### src/rtl/rx_mf_decim_pkg.sv
// Shared receive/transmit pulse-shaping definitions.
//   - Tap counts and datapath widths for the 21-tap symmetric SRRC filter.
//   - Unique coefficient lookup (b[0..10], 0s18 signed; b[10] is the centre tap).
//   - 4-ASK Gray symbol codes and the slicer that maps a filtered value to a symbol.
//   - FSM state type for the serial matched filter.
package rx_mf_decim_pkg;

  localparam int NTAPS = 21;         // full filter length
  localparam int NUNIQ = 11;         // unique taps of the symmetric filter
  localparam int DW    = 18;         // sample / coefficient width
  localparam int PW    = DW + 1;     // pair-sum width (2s17)
  localparam int MW    = PW + DW;    // product width (2s35)
  localparam int AW    = 40;         // accumulator width
  localparam int IDXW  = 4;          // MAC index width (0..10 plus one past the end)

  typedef enum logic [1:0] {
    ST_IDLE = 2'd0,
    ST_MAC  = 2'd1,
    ST_OUT  = 2'd2
  } state_e;

  // 4-ASK Gray mapping, most negative level first.
  localparam logic [1:0] SYM_M3 = 2'b00;
  localparam logic [1:0] SYM_M1 = 2'b01;
  localparam logic [1:0] SYM_P1 = 2'b11;
  localparam logic [1:0] SYM_P3 = 2'b10;

  function automatic logic signed [DW-1:0] coef_at(input logic [IDXW-1:0] idx);
    case (idx)
      4'd0:    coef_at = 18'sd67;
      4'd1:    coef_at = 18'sd1261;
      4'd2:    coef_at = 18'sd1793;
      4'd3:    coef_at = -18'sd81;
      4'd4:    coef_at = -18'sd4311;
      4'd5:    coef_at = -18'sd7524;
      4'd6:    coef_at = -18'sd4326;
      4'd7:    coef_at = 18'sd8596;
      4'd8:    coef_at = 18'sd28599;
      4'd9:    coef_at = 18'sd47153;
      4'd10:   coef_at = 18'sd54721;
      default: coef_at = '0;
    endcase
  endfunction

  function automatic logic [1:0] slice_sym(input logic signed [DW-1:0] yv, input int thresh);
    int yi;
    yi = int'(yv);
    if (yi < -thresh)  slice_sym = SYM_M3;
    else if (yi < 0)   slice_sym = SYM_M1;
    else if (yi < thresh) slice_sym = SYM_P1;
    else               slice_sym = SYM_P3;
  endfunction

endpackage

### src/rtl/rx_mf_decim_mac_serial.sv
// Serial multiply-accumulate engine for the symmetric matched filter.
// On load it snapshots the folded pair sums p[i] = x[i] + x[20-i] (p[10] = x[10]),
// clears the accumulator and index; each step then adds p[idx]*b[idx] and advances idx.
// Ports:
//   clk, reset  clock, synchronous active-high reset
//   load        capture pair sums from win, clear acc/idx
//   step        perform one multiply-accumulate
//   win         current 21-sample window (x[0] newest)
//   y_next      acc[35:18], the filter output in 1s17 (floor)
//   last        the step being taken this cycle is the final (centre) tap
module rx_mf_decim_mac_serial
  import rx_mf_decim_pkg::*;
(
  input  logic                 clk,
  input  logic                 reset,
  input  logic                 load,
  input  logic                 step,
  input  logic signed [DW-1:0] win [NTAPS],
  output logic signed [DW-1:0] y_next,
  output logic                 last
);

  logic signed [PW-1:0]  p_q [NUNIQ];
  logic signed [PW-1:0]  p_d [NUNIQ];
  logic [IDXW-1:0]       idx_q, idx_d;
  logic signed [AW-1:0]  acc_q, acc_d;
  logic signed [PW-1:0]  p_sel;
  logic signed [DW-1:0]  c_sel;
  logic signed [MW-1:0]  prod;

  always_comb begin
    p_d   = p_q;
    idx_d = idx_q;
    acc_d = acc_q;
    p_sel = (idx_q < IDXW'(NUNIQ)) ? p_q[idx_q] : '0;
    c_sel = coef_at(idx_q);
    // Both operands are signed, so the sized casts sign-extend before multiplying.
    prod  = MW'(p_sel) * MW'(c_sel);
    if (load) begin
      for (int i = 0; i < NUNIQ - 1; i++) begin
        p_d[i] = PW'(win[i]) + PW'(win[NTAPS-1-i]);
      end
      p_d[NUNIQ-1] = PW'(win[NUNIQ-1]);
      idx_d = '0;
      acc_d = '0;
    end else if (step) begin
      acc_d = acc_q + AW'(prod);
      idx_d = idx_q + 1'b1;
    end
  end

  always_ff @(posedge clk) begin
    if (reset) begin
      p_q   <= '{default: '0};
      idx_q <= '0;
      acc_q <= '0;
    end else begin
      p_q   <= p_d;
      idx_q <= idx_d;
      acc_q <= acc_d;
    end
  end

  // Sum of |b| over all taps is below 2^18, so |acc| < 2^35 and bits [35:18] never wrap.
  assign y_next = acc_q[35:18];
  assign last   = (idx_q == IDXW'(NUNIQ - 1));

endmodule

### src/rtl/rx_mf_decim.sv
// Receive matched filter with symbol-rate decimation and 4-ASK slicing.
// Samples shift into a 21-deep window; one decision is started per symbol at
// SAMPLE_PHASE and computed serially (IDLE -> MAC x11 -> OUT).
// Interface semantics: in_valid is a one-cycle strobe with no backpressure; a sample
// is consumed on every cycle in_valid is high. A decision start that arrives while a
// start is pending or the FSM is not IDLE is dropped and sets the sticky overrun flag.
// out_valid pulses for one cycle when y/sym_out update; y/sym_out hold otherwise.
// Ports:
//   clk, reset  clock, synchronous active-high reset
//   in_valid    x_in valid this cycle
//   x_in        received sample, signed 1s17
//   y           filter output at the symbol instant, signed 1s17
//   sym_out     sliced Gray-coded symbol
//   out_valid   one-cycle update pulse
//   busy        FSM not IDLE or start pending
//   overrun     sticky dropped-start flag
module rx_mf_decim
  import rx_mf_decim_pkg::*;
#(
  parameter int DECIM        = 4,
  parameter int SAMPLE_PHASE = 0,
  parameter int THRESH       = 32768
) (
  input  logic                 clk,
  input  logic                 reset,
  input  logic                 in_valid,
  input  logic signed [DW-1:0] x_in,
  output logic signed [DW-1:0] y,
  output logic [1:0]           sym_out,
  output logic                 out_valid,
  output logic                 busy,
  output logic                 overrun
);

  localparam int PHW = (DECIM > 1) ? $clog2(DECIM) : 1;

  logic signed [DW-1:0] x_q [NTAPS];
  logic signed [DW-1:0] x_d [NTAPS];
  logic [PHW-1:0]       phase_q, phase_d;
  logic                 start_pend_q, start_pend_d;
  logic                 overrun_q, overrun_d;
  state_e               state_q, state_d;
  logic signed [DW-1:0] y_q, y_d;
  logic [1:0]           sym_q, sym_d;
  logic                 out_valid_q, out_valid_d;

  logic                 start_req;
  logic                 busy_now;
  logic                 mac_load;
  logic                 mac_step;
  logic                 mac_last;
  logic signed [DW-1:0] mac_y;

  rx_mf_decim_mac_serial u_mac (
    .clk    (clk),
    .reset  (reset),
    .load   (mac_load),
    .step   (mac_step),
    .win    (x_q),
    .y_next (mac_y),
    .last   (mac_last)
  );

  always_comb begin
    x_d          = x_q;
    phase_d      = phase_q;
    start_pend_d = start_pend_q;
    overrun_d    = overrun_q;
    state_d      = state_q;
    y_d          = y_q;
    sym_d        = sym_q;
    out_valid_d  = 1'b0;
    mac_load     = 1'b0;
    mac_step     = 1'b0;

    // Phase compare uses the pre-increment phase of the sample being accepted.
    start_req = in_valid && (phase_q == PHW'(SAMPLE_PHASE));
    busy_now  = start_pend_q || (state_q != ST_IDLE);

    if (in_valid) begin
      x_d[0] = x_in;
      for (int k = 1; k < NTAPS; k++) begin
        x_d[k] = x_q[k-1];
      end
      phase_d = (phase_q == PHW'(DECIM - 1)) ? '0 : phase_q + 1'b1;
    end

    if (start_req) begin
      if (busy_now) overrun_d    = 1'b1;
      else          start_pend_d = 1'b1;
    end

    case (state_q)
      ST_IDLE: begin
        if (start_pend_q) begin
          // Snapshot decouples the computation from the still-shifting window.
          mac_load     = 1'b1;
          start_pend_d = 1'b0;
          state_d      = ST_MAC;
        end
      end
      ST_MAC: begin
        mac_step = 1'b1;
        if (mac_last) state_d = ST_OUT;
      end
      ST_OUT: begin
        y_d         = mac_y;
        sym_d       = slice_sym(mac_y, THRESH);
        out_valid_d = 1'b1;
        state_d     = ST_IDLE;
      end
      default: state_d = ST_IDLE;
    endcase
  end

  always_ff @(posedge clk) begin
    if (reset) begin
      x_q          <= '{default: '0};
      phase_q      <= '0;
      start_pend_q <= 1'b0;
      overrun_q    <= 1'b0;
      state_q      <= ST_IDLE;
      y_q          <= '0;
      sym_q        <= '0;
      out_valid_q  <= 1'b0;
    end else begin
      x_q          <= x_d;
      phase_q      <= phase_d;
      start_pend_q <= start_pend_d;
      overrun_q    <= overrun_d;
      state_q      <= state_d;
      y_q          <= y_d;
      sym_q        <= sym_d;
      out_valid_q  <= out_valid_d;
    end
  end

  assign y         = y_q;
  assign sym_out   = sym_q;
  assign out_valid = out_valid_q;
  assign busy      = start_pend_q || (state_q != ST_IDLE);
  assign overrun   = overrun_q;

endmodule

### config.mk
export PLATFORM = sky130hd
export DESIGN_NAME = rx_mf_decim
export DESIGN_NICKNAME = d
export VERILOG_FILES = /design/src/rtl/rx_mf_decim_pkg.sv /design/src/rtl/rx_mf_decim_mac_serial.sv /design/src/rtl/rx_mf_decim.sv
export SDC_FILE = /design/constraint.sdc
export NUM_CORES = 2
export LEC_CHECK = 0
export CAP_MARGIN = 20
export CORE_UTILIZATION = 55
export CTS_CLUSTER_SIZE = 20
export DETAILED_ROUTE_END_ITERATION = 10
export PLACE_DENSITY = 0.68
export SETUP_SLACK_MARGIN = 0.2
export SLEW_MARGIN = 25
export SYNTH_ARGS = -nofsm -noshare
export SYNTH_HDL_FRONTEND = slang
export SYNTH_SLANG_ARGS = --single-unit
### constraint.sdc
create_clock -name clk -period 13.75 [get_ports clk]
set_clock_uncertainty 0.15 [all_clocks]
set_input_delay 2.0625 -clock clk [delete_from_list [all_inputs] [get_ports clk]]
set_output_delay 2.0625 -clock clk [all_outputs]
set_load 0.02 [all_outputs]
==> results <==
- Sequential cells account for ~45% of the total power.
- The minimum clock period after layout is 9.75 ns.
- Row generation in the floorplan step produced about 110 rows.
- The clock group share of total power is between 40 and 50%.
- For hold timing, the worst endpoint is u_mac.p_q[7]$_SDFFE_PP0P_.
- After synthesis, the cell types taking the most area are sky130_fd_sc_hd__dfxtp_1 (29%), sky130_fd_sc_hd__fa_1 (17%), sky130_fd_sc_hd__mux2i_1 (9.2%).
- At the end of the flow the core is filled with cells to 60.3%.
- The flow ran to the end, and the final reports show no timing, DRC or antenna violations.
- The area growth from synthesis to layout is 8.20%.
- Setup violations remaining at the end of the flow were counted as 0.
- The cell area after synthesis is 45,800 sq um.
- For this run, global-route usage on met1 was measured as a little over a third.
- The layout filler cell count is between 7,000 and 8,000.
- Across all register-to-register paths, the minimum setup slack is between 4 and 5 ns.
- Yosys instantiated no cell more often than sky130_fd_sc_hd__dfxtp_1.
- Across the run, the number of max-cap violations was 0.
- Clock-pin slew was measured on the worst setup and hold paths at ~0.070 ns.
- The global-route wire length before repair is roughly 180,000 microns.
- The length of the first detailed-routing pass in iterations is 5.
- The switching part of the total power is around a quarter.
- Setup repair after global routing left no endpoint under its margin.
- Dividing the final minimum period by the clock period gives between 70% and 80%.
- The number of buffers inserted during clock tree synthesis is 77.
- Data arrives at the worst endpoint at around 10 ns.
- For this configuration, the core starts out at a cell density of approximately 56%.
- The finished layout holds approximately 6,000 standard cells, fillers aside.
- The dominant cell type by area after synthesis is sky130_fd_sc_hd__dfxtp_1.
- The power per unit of standard cell area is ~90 nW/um^2.
- The multi-input logic area is 29,600 sq um.
- Once the clock tree was built, the setup fixing pass inserted 0 buffers.
- Summed over all nets, the half-perimeter wirelength after detailed placement is ~77,000 microns.
- The clock passes through at most 3 buffers.
- The die covers between 80,000 and 90,000 sq um.
- The clock sink count is 670.
- The synthesized design contains 0 enable-type register cells.
- The worst setup path is captured at a flip-flop.
- Synthesis produced between 5,000 and 6,000 cells.
- The core region is between 80,000 and 90,000 sq um.
- The met2 usage in global routing is between 40% and 50%.
- After detailed placement, the design holds a cell count of 5,978.
- met2 is the most crowded layer.
- The switching component of the power is between 1 and 1.5 mW.
- The instance area after placement is between 40,000 and 50,000 sq um.
- The commonest cells after synthesis are sky130_fd_sc_hd__dfxtp_1 (670), sky130_fd_sc_hd__nand2_1 (613), sky130_fd_sc_hd__nor2_1 (565).
- The final-report max-slew violation count is 0.
- The worst setup path is launched from a flip-flop.
- The count of H-tree levels built during CTS is 3.
- The achievable clock frequency is slightly above 100 MHz.
- The via count of the routed design is roughly 34,000.
- The cell sitting at the root of the clock tree is a sky130_fd_sc_hd__clkbuf_16.
- The die height is just under 300 microns.
- The TritonCTS clock tree is built.
- For this block, the initial DRC count from the detailed router was 2,253.
- The relative contribution of combinational cells to total power is 8.5%.
- The flip-flop and latch count after synthesis is between 600 and 700.
- Cell internal power was estimated by the tool at roughly 3.3 mW.
- The data required time of the critical path is ~14 ns.
- The critical path is of the reg2reg type.
- Global routing used between 20% and 30% of the available tracks across all layers.
- The worst relative slew slack is 31.4%.
- The peak supply drop is roughly 0.09 mV.
- In this run the worst setup path begins at u_mac.idx_q[1]$_SDFFE_PP0P_.
- After detailed routing, the number of vias per cell comes to 5.56.
- The worst register-to-register path begins at u_mac.idx_q[1]$_SDFFE_PP0P_.
- The number of global-route vias before repair is 33,100.
- In the routed design, unresolved DRC markers number 0.
- Synthesis produced a netlist with a net count of 5,770.
- The number of resized instances in the post-cts repair step is 0.
- The maximum number of pins on one net before global-route repair is a little under 200.
- The sequential standard cell area is roughly 13,000 sq um.
- In this run the static leakage power is around 23 nW.
- The routed wire length per instance is approximately 17 microns.
- The quantity of I/O buffers inserted on ports is between 40 and 50.
- The antenna violation net count after detailed routing is 0.
- The fraction of synthesized cell area taken by the top area cell type is slightly below 30%.
- The number of nets in the layout is around 5,700.
- After synthesis, the share of flip-flops with an asynchronous set or reset is 0%.
- The count of hold buffers inserted by post-cts repair is 0.
- For the final routed database, the setup TNS stands at 0 ns.
- The startpoint of the worst hold path is x_q[187]$_SDFFE_PP0P_.
- Dividing the synthesized area by the synthesized cell count gives between 9 and 10 sq um.
- The final hold violation count was 0.
- The path type of the worst min-delay path is reg2reg.
- From left edge to right edge, the die measures 291 microns.
- Sequential cells were found to cover 29.3% of the synthesized design area.
- In the global route stage, met3 resource usage came out at 3.35%.
- The capturing point of the worst reg2reg path is u_mac.acc_q[33]$_SDFFE_PP0P_.
- The initial antenna violation count is 0.
- Among all flip-flop cells after synthesis, the most frequent one is sky130_fd_sc_hd__dfxtp_1.
- During synthesis, Yosys emitted a total of 0 warnings.
- After routing the design area is between 40,000 and 50,000 sq um.
- The number of different library cells used by synthesis comes to just under 90.
- The largest driver fanout on the critical path is 38.
- At the end of routability-driven placement, the weighted congestion stood at roughly 0.86.
- Of the cells placed in the final design, the portion with a size suffix greater than 1 is between 5 and 6%.
- The clock reaches the later pin of the worst-skew pair after between 0.6 and 0.7 ns.
- The worst hold path cell count is 2.
- The top-level port count is 44.
- The final global-route overflow total is 0.
- The wire length reported by the detailed router is about 110,000 microns.
- The logic depth of the worst register-to-register path is 25.
- The transition time at the pin with the least slew margin is 1.03 ns.
- Across all hold checks on the routed design, the worst slack comes to 0.289 ns.
==> per-layer routing <==
layer / wire length, microns / up-vias
li1: - / 16600
met1: 50600 / 16600
met2: 49000 / 669
met3: 4700 / 131
met4: 2610 / 0
met5: 0 / -
==> critical path, cell delays in order, from the launching register on <==
cell,delay (ns)
sky130_fd_sc_hd__dfxtp_4,0.67
sky130_fd_sc_hd__buf_4,0.63
sky130_fd_sc_hd__mux4_2,0.33
sky130_fd_sc_hd__mux2i_1,0.20
sky130_fd_sc_hd__o2bb2ai_2,0.77
sky130_fd_sc_hd__nand2_1,0.32
sky130_fd_sc_hd__fa_1,0.67
sky130_fd_sc_hd__inv_1,0.13
sky130_fd_sc_hd__fa_1,0.51
sky130_fd_sc_hd__inv_1,0.43
sky130_fd_sc_hd__fa_1,0.51
sky130_fd_sc_hd__inv_1,0.10
sky130_fd_sc_hd__fa_1,0.45
sky130_fd_sc_hd__fa_1,0.56
sky130_fd_sc_hd__fa_1,0.41
sky130_fd_sc_hd__ha_1,0.29
sky130_fd_sc_hd__ha_1,0.36
sky130_fd_sc_hd__a21o_2,0.23
sky130_fd_sc_hd__a21o_1,0.19
sky130_fd_sc_hd__nor2b_1,0.16
sky130_fd_sc_hd__nand3_1,0.09
sky130_fd_sc_hd__o21ai_0,0.48
sky130_fd_sc_hd__o21ai_0,0.31
sky130_fd_sc_hd__o21ai_0,0.35
sky130_fd_sc_hd__xor2_1,0.11
sky130_fd_sc_hd__a211oi_1,0.23
==> layout by cell type (no fill, tap or decap), types with 12 or more instances in the layout <==
cell type,netlist,final
sky130_fd_sc_hd__dfxtp_1,670,668
sky130_fd_sc_hd__nand2_1,613,611
sky130_fd_sc_hd__nor2_1,565,564
sky130_fd_sc_hd__inv_1,489,489
sky130_fd_sc_hd__mux2i_1,422,422
sky130_fd_sc_hd__fa_1,382,382
sky130_fd_sc_hd__a21oi_1,329,329
sky130_fd_sc_hd__ha_1,301,301
sky130_fd_sc_hd__and2_1,152,151
sky130_fd_sc_hd__o21ai_0,114,113
sky130_fd_sc_hd__xnor2_1,99,99
sky130_fd_sc_hd__clkbuf_16,0,79
sky130_fd_sc_hd__xor2_1,60,60
sky130_fd_sc_hd__nor3_1,52,52
sky130_fd_sc_hd__nand3_1,48,48
sky130_fd_sc_hd__nor2b_1,43,43
sky130_fd_sc_hd__buf_4,4,43
sky130_fd_sc_hd__clkdlybuf4s50_1,0,41
sky130_fd_sc_hd__a21o_1,39,39
sky130_fd_sc_hd__mux4_2,38,38
sky130_fd_sc_hd__o21ai_1,35,35
sky130_fd_sc_hd__or3_1,35,35
sky130_fd_sc_hd__o21a_1,28,28
sky130_fd_sc_hd__a31oi_1,28,28
sky130_fd_sc_hd__a211oi_1,28,28
sky130_fd_sc_hd__nand2b_1,26,26
sky130_fd_sc_hd__o21bai_1,22,22
sky130_fd_sc_hd__clkinv_2,0,19
sky130_fd_sc_hd__clkbuf_1,166,15
sky130_fd_sc_hd__clkbuf_8,5,15
sky130_fd_sc_hd__nor3b_1,14,14
sky130_fd_sc_hd__o211ai_1,12,12
sky130_fd_sc_hd__and3_1,12,12
==> power groups by stage <==
stage | Combinational (mW) | Clock [mW] | Sequential, mW
detailed placement | 0.379 | 0 | 2.04
global route | 0.421 | 2.22 | 2.00
CTS | 0.381 | 2.14 | 1.99
finish | 0.378 | 2.10 | 1.99
global placement | 0.373 | 0 | 2.03
floorplan | 0.294 | 0 | 2.02
==> area by class of cell <==
cell class	instances	share of cell area (%)
clock buffer	109	4.52
inverter	491	3.72
sequential	670	27.1
clock inverter	32	0.737
timing repair buffer	89	1.64
tap	1070	2.70
antenna	1	0.00505
multi-input combinational	3658	59.6
==> kinds of logic after synthesis <==
family | count (synthesis) | synth area share, %
compound gates | 734 | 9.71
buf+inv | 738 | 6.29
fa+ha+maj | 683 | 24.9
flops | 670 | 29.3
mux | 460 | 11.1
simple gates | 1621 | 15.7
xor+xnor | 160 | 3.07
==> flip-flops by register name, summed over array words and instances, names as in the netlist <==
name          cells
x_q             378
u_mac.p_q       208
u_mac.acc_q      36
y                18
u_mac.c_sel      17
u_mac.idx_q       4
phase_q           2
state_q           2
sym_out           2
out_valid         1
overrun           1
start_pend_q      1
==> through the flow <==
step / worst slack [ns] / power [mW]
finish: 4.00 / 4.47
CTS: 4.15 / 4.51
floorplan: 6.12 / 2.31
detailed placement: 4.20 / 2.41
global placement: 4.40 / 2.41
global route: 3.43 / 4.64
==> worst max path at each step <==
stage,end,slack (ns),depth (start not counted)
floorplan,u_mac.acc_q[34]$_SDFFE_PP0P_,6.12,27
global placement,u_mac.acc_q[33]$_SDFFE_PP0P_,4.40,25
detailed placement,u_mac.acc_q[33]$_SDFFE_PP0P_,4.20,25
CTS,u_mac.acc_q[33]$_SDFFE_PP0P_,4.15,25
global route,u_mac.acc_q[33]$_SDFFE_PP0P_,3.43,25
finish,u_mac.acc_q[33]$_SDFFE_PP0P_,4.00,25
(Power assumes the default switching activity.)
